## src/rtl/dram_lut_rd_ctrl.sv

```systemverilog
`default_nettype none
// ============================================================================
// Module      : dram_lut_rd_ctrl
// Description : DRAM LUT read-out sequencer. Issues read commands under an
//               outstanding-request limit, counts returned beats, forwards
//               tagged beats to the LUT datapath and builds a status word.
// Revision    : 1.0 - initial release
// ============================================================================
module dram_lut_rd_ctrl #(
    parameter int ADDR_W        = 24,
    parameter int LEN_W         = 16,
    parameter int ADDR_STEP     = 2,
    parameter int BEATS_PER_REQ = 2,
    parameter int MAX_OUTST     = 8
) (
    input  logic              OPB_Clk,
    input  logic              OPB_Rst,
    input  logic              ctrl_start,
    input  logic              ctrl_abort,
    input  logic              ctrl_loop,
    input  logic [ADDR_W-1:0] ctrl_base_addr,
    input  logic [LEN_W-1:0]  ctrl_num_req,
    output logic              dram_cmd_valid,
    output logic [ADDR_W-1:0] dram_cmd_addr,
    output logic              dram_cmd_rnw,
    input  logic              dram_cmd_ready,
    input  logic              dram_rd_valid,
    output logic              lut_rd_valid,
    output logic [LEN_W-1:0]  lut_rd_index,
    output logic              lut_rd_last,
    output logic [31:0]       status_word
);

    localparam int c_BW = (BEATS_PER_REQ > 1) ? $clog2(BEATS_PER_REQ) : 1;
    localparam int c_OW = 8;

    localparam logic [1:0] c_ST_IDLE  = 2'd0;
    localparam logic [1:0] c_ST_ISSUE = 2'd1;
    localparam logic [1:0] c_ST_DRAIN = 2'd2;
    localparam logic [1:0] c_ST_DONE  = 2'd3;

    logic [1:0]        r_state;
    logic              r_start_d;
    logic [ADDR_W-1:0] r_base;
    logic [LEN_W-1:0]  r_num_req;
    logic              r_loop;
    logic              r_cmd_valid;
    logic [ADDR_W-1:0] r_addr;
    logic [LEN_W-1:0]  r_issued;
    logic [c_OW-1:0]   r_outst;
    logic [c_BW-1:0]   r_req_beat;
    logic [LEN_W-1:0]  r_ret_idx;
    logic              r_done;
    logic              r_aborted;
    logic              r_err_spur;
    logic [11:0]       r_pass_cnt;
    logic [15:0]       r_beat_cnt;
    logic              r_lut_valid;
    logic [LEN_W-1:0]  r_lut_index;
    logic              r_lut_last;
    logic [31:0]       r_status;

    logic              w_start_edge;
    logic              w_accept;
    logic              w_beat;
    logic              w_spur;
    logic              w_req_done;
    logic              w_busy;
    logic [c_OW-1:0]   w_outst_nxt;
    logic [LEN_W-1:0]  w_issued_nxt;

    // Handshake / beat classification and next-value arithmetic
    assign w_start_edge = ctrl_start && !r_start_d &&
                          ((r_state == c_ST_IDLE) || (r_state == c_ST_DONE));
    assign w_accept     = r_cmd_valid && dram_cmd_ready;
    assign w_beat       = dram_rd_valid && (r_outst != '0);
    assign w_spur       = dram_rd_valid && (r_outst == '0);
    assign w_req_done   = w_beat && (r_req_beat == c_BW'(BEATS_PER_REQ - 1));
    assign w_outst_nxt  = r_outst + c_OW'(w_accept) - c_OW'(w_req_done);
    assign w_issued_nxt = r_issued + LEN_W'(w_accept);
    assign w_busy       = (r_state == c_ST_ISSUE) || (r_state == c_ST_DRAIN);

    // Sequencer, beat accounting, forwarding and status register
    always_ff @(posedge OPB_Clk) begin
        if (OPB_Rst) begin
            r_state     <= c_ST_IDLE;
            r_start_d   <= 1'b0;
            r_base      <= '0;
            r_num_req   <= '0;
            r_loop      <= 1'b0;
            r_cmd_valid <= 1'b0;
            r_addr      <= '0;
            r_issued    <= '0;
            r_outst     <= '0;
            r_req_beat  <= '0;
            r_ret_idx   <= '0;
            r_done      <= 1'b0;
            r_aborted   <= 1'b0;
            r_err_spur  <= 1'b0;
            r_pass_cnt  <= '0;
            r_beat_cnt  <= '0;
            r_lut_valid <= 1'b0;
            r_lut_index <= '0;
            r_lut_last  <= 1'b0;
            r_status    <= '0;
        end else begin
            r_start_d <= ctrl_start;
            r_outst   <= w_outst_nxt;

            if (w_beat) begin
                r_beat_cnt <= r_beat_cnt + 16'd1;
                r_req_beat <= w_req_done ? '0 : r_req_beat + c_BW'(1);
            end
            if (w_req_done) begin
                r_ret_idx <= r_ret_idx + LEN_W'(1);
            end
            if (w_spur) begin
                r_err_spur <= 1'b1;
            end

            r_lut_valid <= w_beat;
            r_lut_index <= r_ret_idx;
            r_lut_last  <= w_req_done && (r_ret_idx == r_num_req - LEN_W'(1));

            if (w_accept) begin
                r_addr   <= r_addr + ADDR_W'(ADDR_STEP);
                r_issued <= w_issued_nxt;
            end

            case (r_state)
                c_ST_IDLE, c_ST_DONE: begin
                    if (w_start_edge) begin
                        r_base     <= ctrl_base_addr;
                        r_num_req  <= ctrl_num_req;
                        r_loop     <= ctrl_loop;
                        r_addr     <= ctrl_base_addr;
                        r_issued   <= '0;
                        r_ret_idx  <= '0;
                        r_req_beat <= '0;
                        r_aborted  <= 1'b0;
                        r_err_spur <= 1'b0;
                        r_pass_cnt <= '0;
                        r_beat_cnt <= '0;
                        if (ctrl_num_req == '0) begin
                            r_done  <= 1'b1;
                            r_state <= c_ST_DONE;
                        end else begin
                            r_done  <= 1'b0;
                            r_state <= c_ST_ISSUE;
                        end
                    end
                end
                c_ST_ISSUE: begin
                    // A presented command holds until accepted, even under abort
                    if (r_cmd_valid && !dram_cmd_ready) begin
                        r_cmd_valid <= 1'b1;
                    end else if (w_issued_nxt == r_num_req) begin
                        r_cmd_valid <= 1'b0;
                        r_state     <= c_ST_DRAIN;
                    end else if (ctrl_abort) begin
                        r_cmd_valid <= 1'b0;
                        r_aborted   <= 1'b1;
                        r_state     <= c_ST_DRAIN;
                    end else begin
                        r_cmd_valid <= (w_outst_nxt < c_OW'(MAX_OUTST));
                    end
                end
                c_ST_DRAIN: begin
                    if (r_outst == '0) begin
                        if (!r_aborted) begin
                            r_pass_cnt <= r_pass_cnt + 12'd1;
                        end
                        if (r_loop && !r_aborted) begin
                            r_addr    <= r_base;
                            r_issued  <= '0;
                            r_ret_idx <= '0;
                            r_state   <= c_ST_ISSUE;
                        end else begin
                            r_done  <= 1'b1;
                            r_state <= c_ST_DONE;
                        end
                    end
                end
                default: r_state <= c_ST_IDLE;
            endcase

            r_status <= {w_busy, r_done, r_err_spur, r_aborted, r_pass_cnt, r_beat_cnt};
        end
    end

    assign dram_cmd_valid = r_cmd_valid;
    assign dram_cmd_addr  = r_addr;
    assign dram_cmd_rnw   = 1'b1;
    assign lut_rd_valid   = r_lut_valid;
    assign lut_rd_index   = r_lut_index;
    assign lut_rd_last    = r_lut_last;
    assign status_word    = r_status;

endmodule
`default_nettype wire

```

## config.mk

```make
export PLATFORM = sky130hd
export DESIGN_NAME = dram_lut_rd_ctrl
export DESIGN_NICKNAME = d
export VERILOG_FILES = /design/src/rtl/dram_lut_rd_ctrl.sv
export SDC_FILE = /design/constraint.sdc
export NUM_CORES = 1
export LEC_CHECK = 0
export CAP_MARGIN = 5
export CORE_MARGIN = 1.5
export CORE_UTILIZATION = 33
export DETAILED_ROUTE_END_ITERATION = 10
export GPL_TIMING_DRIVEN = 0
export SLEW_MARGIN = 10
export SYNTH_ARGS = -nofsm -noshare
export SYNTH_HDL_FRONTEND = slang
export SYNTH_SLANG_ARGS = --single-unit
export TNS_END_PERCENT = 50
```

## constraint.sdc

```tcl
create_clock -name OPB_Clk -period 9.21 [get_ports OPB_Clk]
set_input_delay 1.3815 -clock OPB_Clk [delete_from_list [all_inputs] [get_ports OPB_Clk]]
set_output_delay 1.3815 -clock OPB_Clk [all_outputs]
set_load 0.005 [all_outputs]
```

## After elaboration in Yosys (flattened, before gate mapping)

Cells that the tools add are included.

| word-level totals | value |
|---|---|
| bits in registers | 191 |
| input bits | 47 |
| output and inout port bits | 76 |

| cells by class | value |
|---|---|
| $add $sub $neg | 9 |
| order comparisons | 1 |
| eq/ne operators | 13 |
| multiplexer cells | 50 |
| reduce and logical (&&, ||, !) cells | 26 |

Operators with widths:

| cell | count |
|---|---|
| 2-to-1 mux 16 bit | 11 |
| 2-to-1 mux 24 bit | 4 |
| case mux 16 bit (2 select lines) | 2 |
| case mux 24 bit (2 select lines) | 1 |
| 2-to-1 mux 12 bit | 3 |
| adder 16 x 1 -> 16 bit (second input constant) | 2 |
| == test 16 bit | 2 |
| adder 24 x 2 -> 24 bit (second input constant) | 1 |
| case mux 12 bit (2 select lines) | 1 |
| 2-to-1 mux 1 bit | 18 |
| adder 16 x 1 -> 16 bit | 1 |
| zero test 16 bit | 1 |
| subtractor 16 x 1 -> 16 bit (second input constant) | 1 |
| 2-to-1 mux 2 bit | 7 |
| adder 12 x 1 -> 12 bit (second input constant) | 1 |
| != test 2 bit (second input constant) | 6 |
| AND reduction 4 bit | 3 |
| logical AND 1 bit | 9 |
| adder 8 x 1 -> 8 bit | 1 |
| zero test 8 bit | 1 |
| < comparator 8 x 4 -> 1 bit (second input constant) | 1 |
| nonzero test 8 bit | 1 |
| subtractor 8 x 1 -> 8 bit | 1 |
| case mux 2 bit (3 select lines) | 1 |
| 13 further kinds | 19 |

## Longest topological paths before layout

| depth | value |
|---|---|
| word-level depth | 8 |
| depth in mapped cells | 16 |
| depth with buffers taken out | 16 |

## Worst setup path before layout

No wires, ideal clock.

| timing | value |
|---|---|
| path kind | input to register |
| start | input port dram_rd_valid |
| end | register r_cmd_valid, in the netlist dram_cmd_valid |
| library setup time | 59 ps |
| arrival | 4087 ps |
| data required time | 9151 ps |
| slack | 5065 ps |
| cell stages on the path | 15 |
| buffers on the path | 0 |
| cells stage by stage | inv_1 > a41oi_1 > ha_1 > xnor2_1 > ha_1 > inv_1 > fa_1 > nand2b_1 > a21oi_1 > o21ai_0 > a21oi_1 > nor2_1 > xor2_1 > nor4bb_1 > a31o_1 |

| between the ends | value |
|---|---|
| longest elaborated chain between the ends | 7 |

RTL lines:

| what | RTL line | source |
|---|---|---|
| from (decl) | 27 | `input logic dram_rd_valid,` |
| logical AND 1 bit | 76 | `assign w_beat = dram_rd_valid && (r_outst != '0);` |
| net w_beat | 65 | `logic w_beat;` |
| logical AND 1 bit | 78 | `assign w_req_done = w_beat && (r_req_beat == c_BW'(BEATS_PER_REQ - 1));` |
| subtractor 8 x 1 -> 8 bit | 79 | `assign w_outst_nxt = r_outst + c_OW'(w_accept) - c_OW'(w_req_done);` |
| < comparator 8 x 4 -> 1 bit | 165 | `r_cmd_valid <= (w_outst_nxt < c_OW'(MAX_OUTST));` |
| 2-to-1 mux 1 bit | 160 | `end else if (ctrl_abort) begin` |
| 2-to-1 mux 1 bit | 157 | `end else if (w_issued_nxt == r_num_req) begin` |
| 2-to-1 mux 1 bit | 155 | `if (r_cmd_valid && !dram_cmd_ready) begin` |
| to (signal assigned) | 165 |  |
| to (decl) | 47 | `logic r_cmd_valid;` |

The timed path passes the listed nets, and every way through them passes these cells.
A chain may end at the register's enable or synchronous reset.

## Worst setup path in the final report

| timing | value |
|---|---|
| start | input port dram_cmd_ready |
| end | register r_state[1] |

| between the ends | value |
|---|---|
| longest elaborated chain between the ends | 6 |
| elaborated cells on any way between the ends | 11 |
| classes of those cells | add/sub: 1; eq/ne: 3; mux: 3; reduce/logical: 4 |

RTL lines:

| what | RTL line | source |
|---|---|---|
| from (decl) | 26 | `input logic dram_cmd_ready,` |
| logical AND 1 bit | 75 | `assign w_accept = r_cmd_valid && dram_cmd_ready;` |
| adder 16 x 1 -> 16 bit | 80 | `assign w_issued_nxt = r_issued + LEN_W'(w_accept);` |
| == test 16 bit | 157 |  |
| 2-to-1 mux 2 bit | 157 |  |
| 2-to-1 mux 2 bit | 155 |  |
| case mux 2 bit (3 select lines) | 130 | `case (r_state)` |
| to (signal assigned) | 146 | `r_state <= c_ST_DONE;` |
| to (signal assigned) | 159 | `r_state <= c_ST_DRAIN;` |
| to (signal assigned) | 163 | `r_state <= c_ST_DRAIN;` |
| to (decl) | 42 | `logic [1:0] r_state;` |

Several ways; a longest one is shown, not always the timed one. The select of a mux whose other input is x is not followed.

==> summary.md <==
| Metric | Value |
|---|---|
| DR WL/cell | `15.1 µm` |
| Post-route ant nets | `0` |
| Critical Path End Type | `flop` |
| Initial Utilization | `33.9%` |
| Dpl ws | `3.85 ns` |
| MaxCap Viol Count | `0` |
| Die Ht | `165 µm` |
| P per Cell Area | `235 nW/µm²` |
| Post-Synth Adder-Cell Area | `3.43%` |
| Hold Crit Endpoint | `r_base[13]` |
| Detailed-route via count | `7,277` |
| Crit share post-route | `53.8%` |
| Clock skew | `0.0131 ns` |
| Pleak | `3.84 nW` |
| Largest vdd supply drop | `0.116 mV` |
| DIE AREA | `27,100 µm²` |
| Crit path required time | `9.56 ns` |
| Number of global-route vias before repair | `7,001` |
| GR peak layer | `met2` |
| Core region area | `25,400 µm²` |
| Buffer count from post-CTS setup fixing | `0` |
| Total wire length | `22,500 µm` |
| Most frequent cells in the layout | `dfxtp_1 (191), nand2_1 (132), clkdlybuf4s50_1 (121)` |
| Max FO, Critical Path | `10` |
| Diode count | `0` |
| EDFF count, synth | `0` |
| Top_reg_cell synth | `dfxtp_1` |
| Post-synthesis mux area share | `0.581%` |
| Xor and xnor area share after synthesis | `11.8%` |
| Slew Viols, Final | `0` |
| Most common cell after layout, fill and taps aside | `dfxtp_1` |
| CTS resizes | `0` |
| Cell variety after synth | `57` |
| Setup ws final | `4.26 ns` |
| CTS tree | `done` |
| Port Buffers | `121` |
| Met2 global-route usage | `28.5%` |
| Synth Area in Compound Gates | `11.8%` |
| # IOs | `123` |
| Residual DRC | `0` |
| CTS Buf Count | `17` |
| GR Layer Usage met1 | `22.8%` |
| GRT Util Overall | `17.4%` |
| RSZ-0062 raised after global routing | `false` |
| # rows | `58` |
| Mean Syn Cell Area | `8.51 µm²` |
| P&R area growth vs syn | `25.8%` |
| Multi-input gate area | `4450 µm²` |
| Grt total ovfl | `0` |
| Clk_lat worst skew | `0.44 ns` |
| Root Buffer | `clkbuf_16` |
| Mapped Nets | `1,081` |
| CTS Hold Buffers Added | `0` |
| Final Setup Violations | `0` |
| Seq/Total Area, Yosys | `44.4%` |
| Final instance area | `10,800 µm²` |
| Hold Path Class | `reg -> reg` |
| Mapped Area | `8610 µm²` |
| H-Tree Depth | `4` |
| FMAX | `0.202 GHz` |
| Largest net degree at the start of global routing | `20` |
| R2R Path End | `dram_cmd_valid` |
| Die W | `165 µm` |
| R2R depth | `16` |
| Post-synthesis simple-gate area fraction | `24.0%` |
| Ys Warns | `0` |
| Deepest clock path buffer count | `2` |
| Ys async rst share | `0%` |
| Post-DP Area | `10,200 µm²` |
| Status | `finished, final reports clean` |
| Total negative slack | `0 ns` |
| Final Net Count | `1,221` |
| Drt pass-1 iters | `5` |
| Vias per std cell | `4.87` |
| Combinational family with the most area after synthesis | `simple AND/OR/NAND/NOR gates` |
| Area occupied by registers | `3820 µm²` |
| Rel. slew slack | `36.4%` |
| Clock-pin slew of the registers on the worst-case setup and hold paths | `0.08 ns` |
| Clk sink count | `191` |
| Hold Path Stages | `2` |
| Drt initial violations | `351` |
| RePlAce Congestion | `0.799` |
| Final hold vios | `0` |
| Fin crit period | `4.95 ns` |
| Fillers | `2,554` |
| First-pass GRT wire length | `36,400 µm` |
| Total power | `2.55 mW` |
| Hold Crit Start | `r_base[13]` |
| Met3 Use GR | `3.79%` |
| WS Path Type | `in -> reg` |
| Reg-to-reg setup timing slack | `5.34 ns` |
| Yosys reg bits | `191` |
| Crit path launch type | `input port` |
| Placed wire-length estimate | `17,000 µm` |
| Antenna violations before repair | `0` |
| Post-Syn Instances | `1,011` |
| CP Data Arrival Time | `5.30 ns` |
| R2r startpoint | `r_outst[2]` |
| Worst-Margin Slew | `0.946 ns` |
| Share of layout cells above drive strength 1 | `4.12%` |
[stage by stage]
stage / util [%] / hold slack [ns] / std cells
after detailed placement: 40.3 / 0.445 / 1462
after floorplan: - / 0.429 / 1011
after global routing: 42.6 / 0.478 / 1494
after CTS: 42.6 / 0.457 / 1494
after global placement: 40.3 / 0.439 / 1462
final: 42.6 / 0.455 / 1494
[how the worst max path moves through the flow]
stage,startpoint,to
6_report,dram_cmd_ready,r_state[1]
5_1_grt,dram_cmd_ready,r_state[1]
4_1_cts,dram_cmd_ready,r_state[1]
3_5_place_dp,dram_cmd_ready,r_state[0]
3_3_place_gp,dram_cmd_ready,r_state[1]
2_1_floorplan,dram_rd_valid,dram_cmd_valid
[registers in the layout (all words and copies together), names as in the netlist]
| register | flops |
|---|---|
| status_word | 32 |
| dram_cmd_addr | 24 |
| r_base | 24 |
| lut_rd_index | 16 |
| r_beat_cnt | 16 |
| r_issued | 16 |
| r_num_req | 16 |
| r_ret_idx | 16 |
| r_pass_cnt | 12 |
| r_outst | 8 |
| r_state | 2 |
| dram_cmd_valid | 1 |
| lut_rd_last | 1 |
| lut_rd_valid | 1 |
| r_aborted | 1 |
| r_done | 1 |
| r_err_spur | 1 |
| r_loop | 1 |
| r_req_beat | 1 |
| r_start_d | 1 |
[per-layer routing]
layer / vias to the layer above / share of wire [%] / routed length (µm)
met2: 151 / 46 / 10500
met5: - / 0 / 0
li1: 3692 / - / -
met4: 0 / 1.8 / 406
met3: 29 / 5.3 / 1200
met1: 3405 / 46 / 10500
[where the power goes]
part | internal [mW] | switching (mW)
Sequential | 0.912 | 0.0681
Clock | 0.390 | 0.360
Combinational | 0.338 | 0.478
Total | 1.64 | 0.906
[critical path, cell delays in order]
cell and delay [ns]:
clkdlybuf4s50_1 0.60, nand2_1 0.18, clkbuf_1 0.35, inv_1 0.32, ha_1 0.27, ha_1 0.24, nand3_2 0.21, or2_4 0.30
o41ai_2 0.31, nand4_1 0.12, or4_4 0.58, a21o_1 0.20, a211oi_1 0.21
[layout make-up]
class	instances	area share [%]
flip-flops and latches	191	35.3
clock buffers	17	3.93
repair buffers	121	11.2
inverters	32	1.11
well taps	330	3.81
plain buffers	54	2.00
clock inverters	15	1.58
multi-input cells	734	41.1
[Yosys cell counts (4+ instances only)]
cell      count  area [µm²]
nand3_1      31         155
inv_1        32         120
mux2i_1       5        50.1
nor4_1       12        75.1
nand4_1      19         119
a21oi_1      76         380
buf_2         5        25.0
nand2b_1      5        31.3
clkbuf_1     45         169
dfxtp_1     191        3820
or3_1        10        62.6
xor2_1       54         473
a21boi_0     23         173
nor2_1      107         402
nand2_1     132         495
a211oi_1      4        30.0
and3_1       11        68.8
o21ai_0      18        90.1
o22ai_1      22         138
xnor2_1      62         543
nor2b_1      49         307
nor3_1       16        80.1
and4_1        9        78.8
ha_1         22         275
[logic make-up after synthesis]
logic type / count (synthesis)
flops: 191
buf+inv: 86
mux: 5
fa+ha+maj: 23
compound gates: 167
other cells: 1
xor+xnor: 116
simple gates: 422
Power figures use the tool's default switching activity.
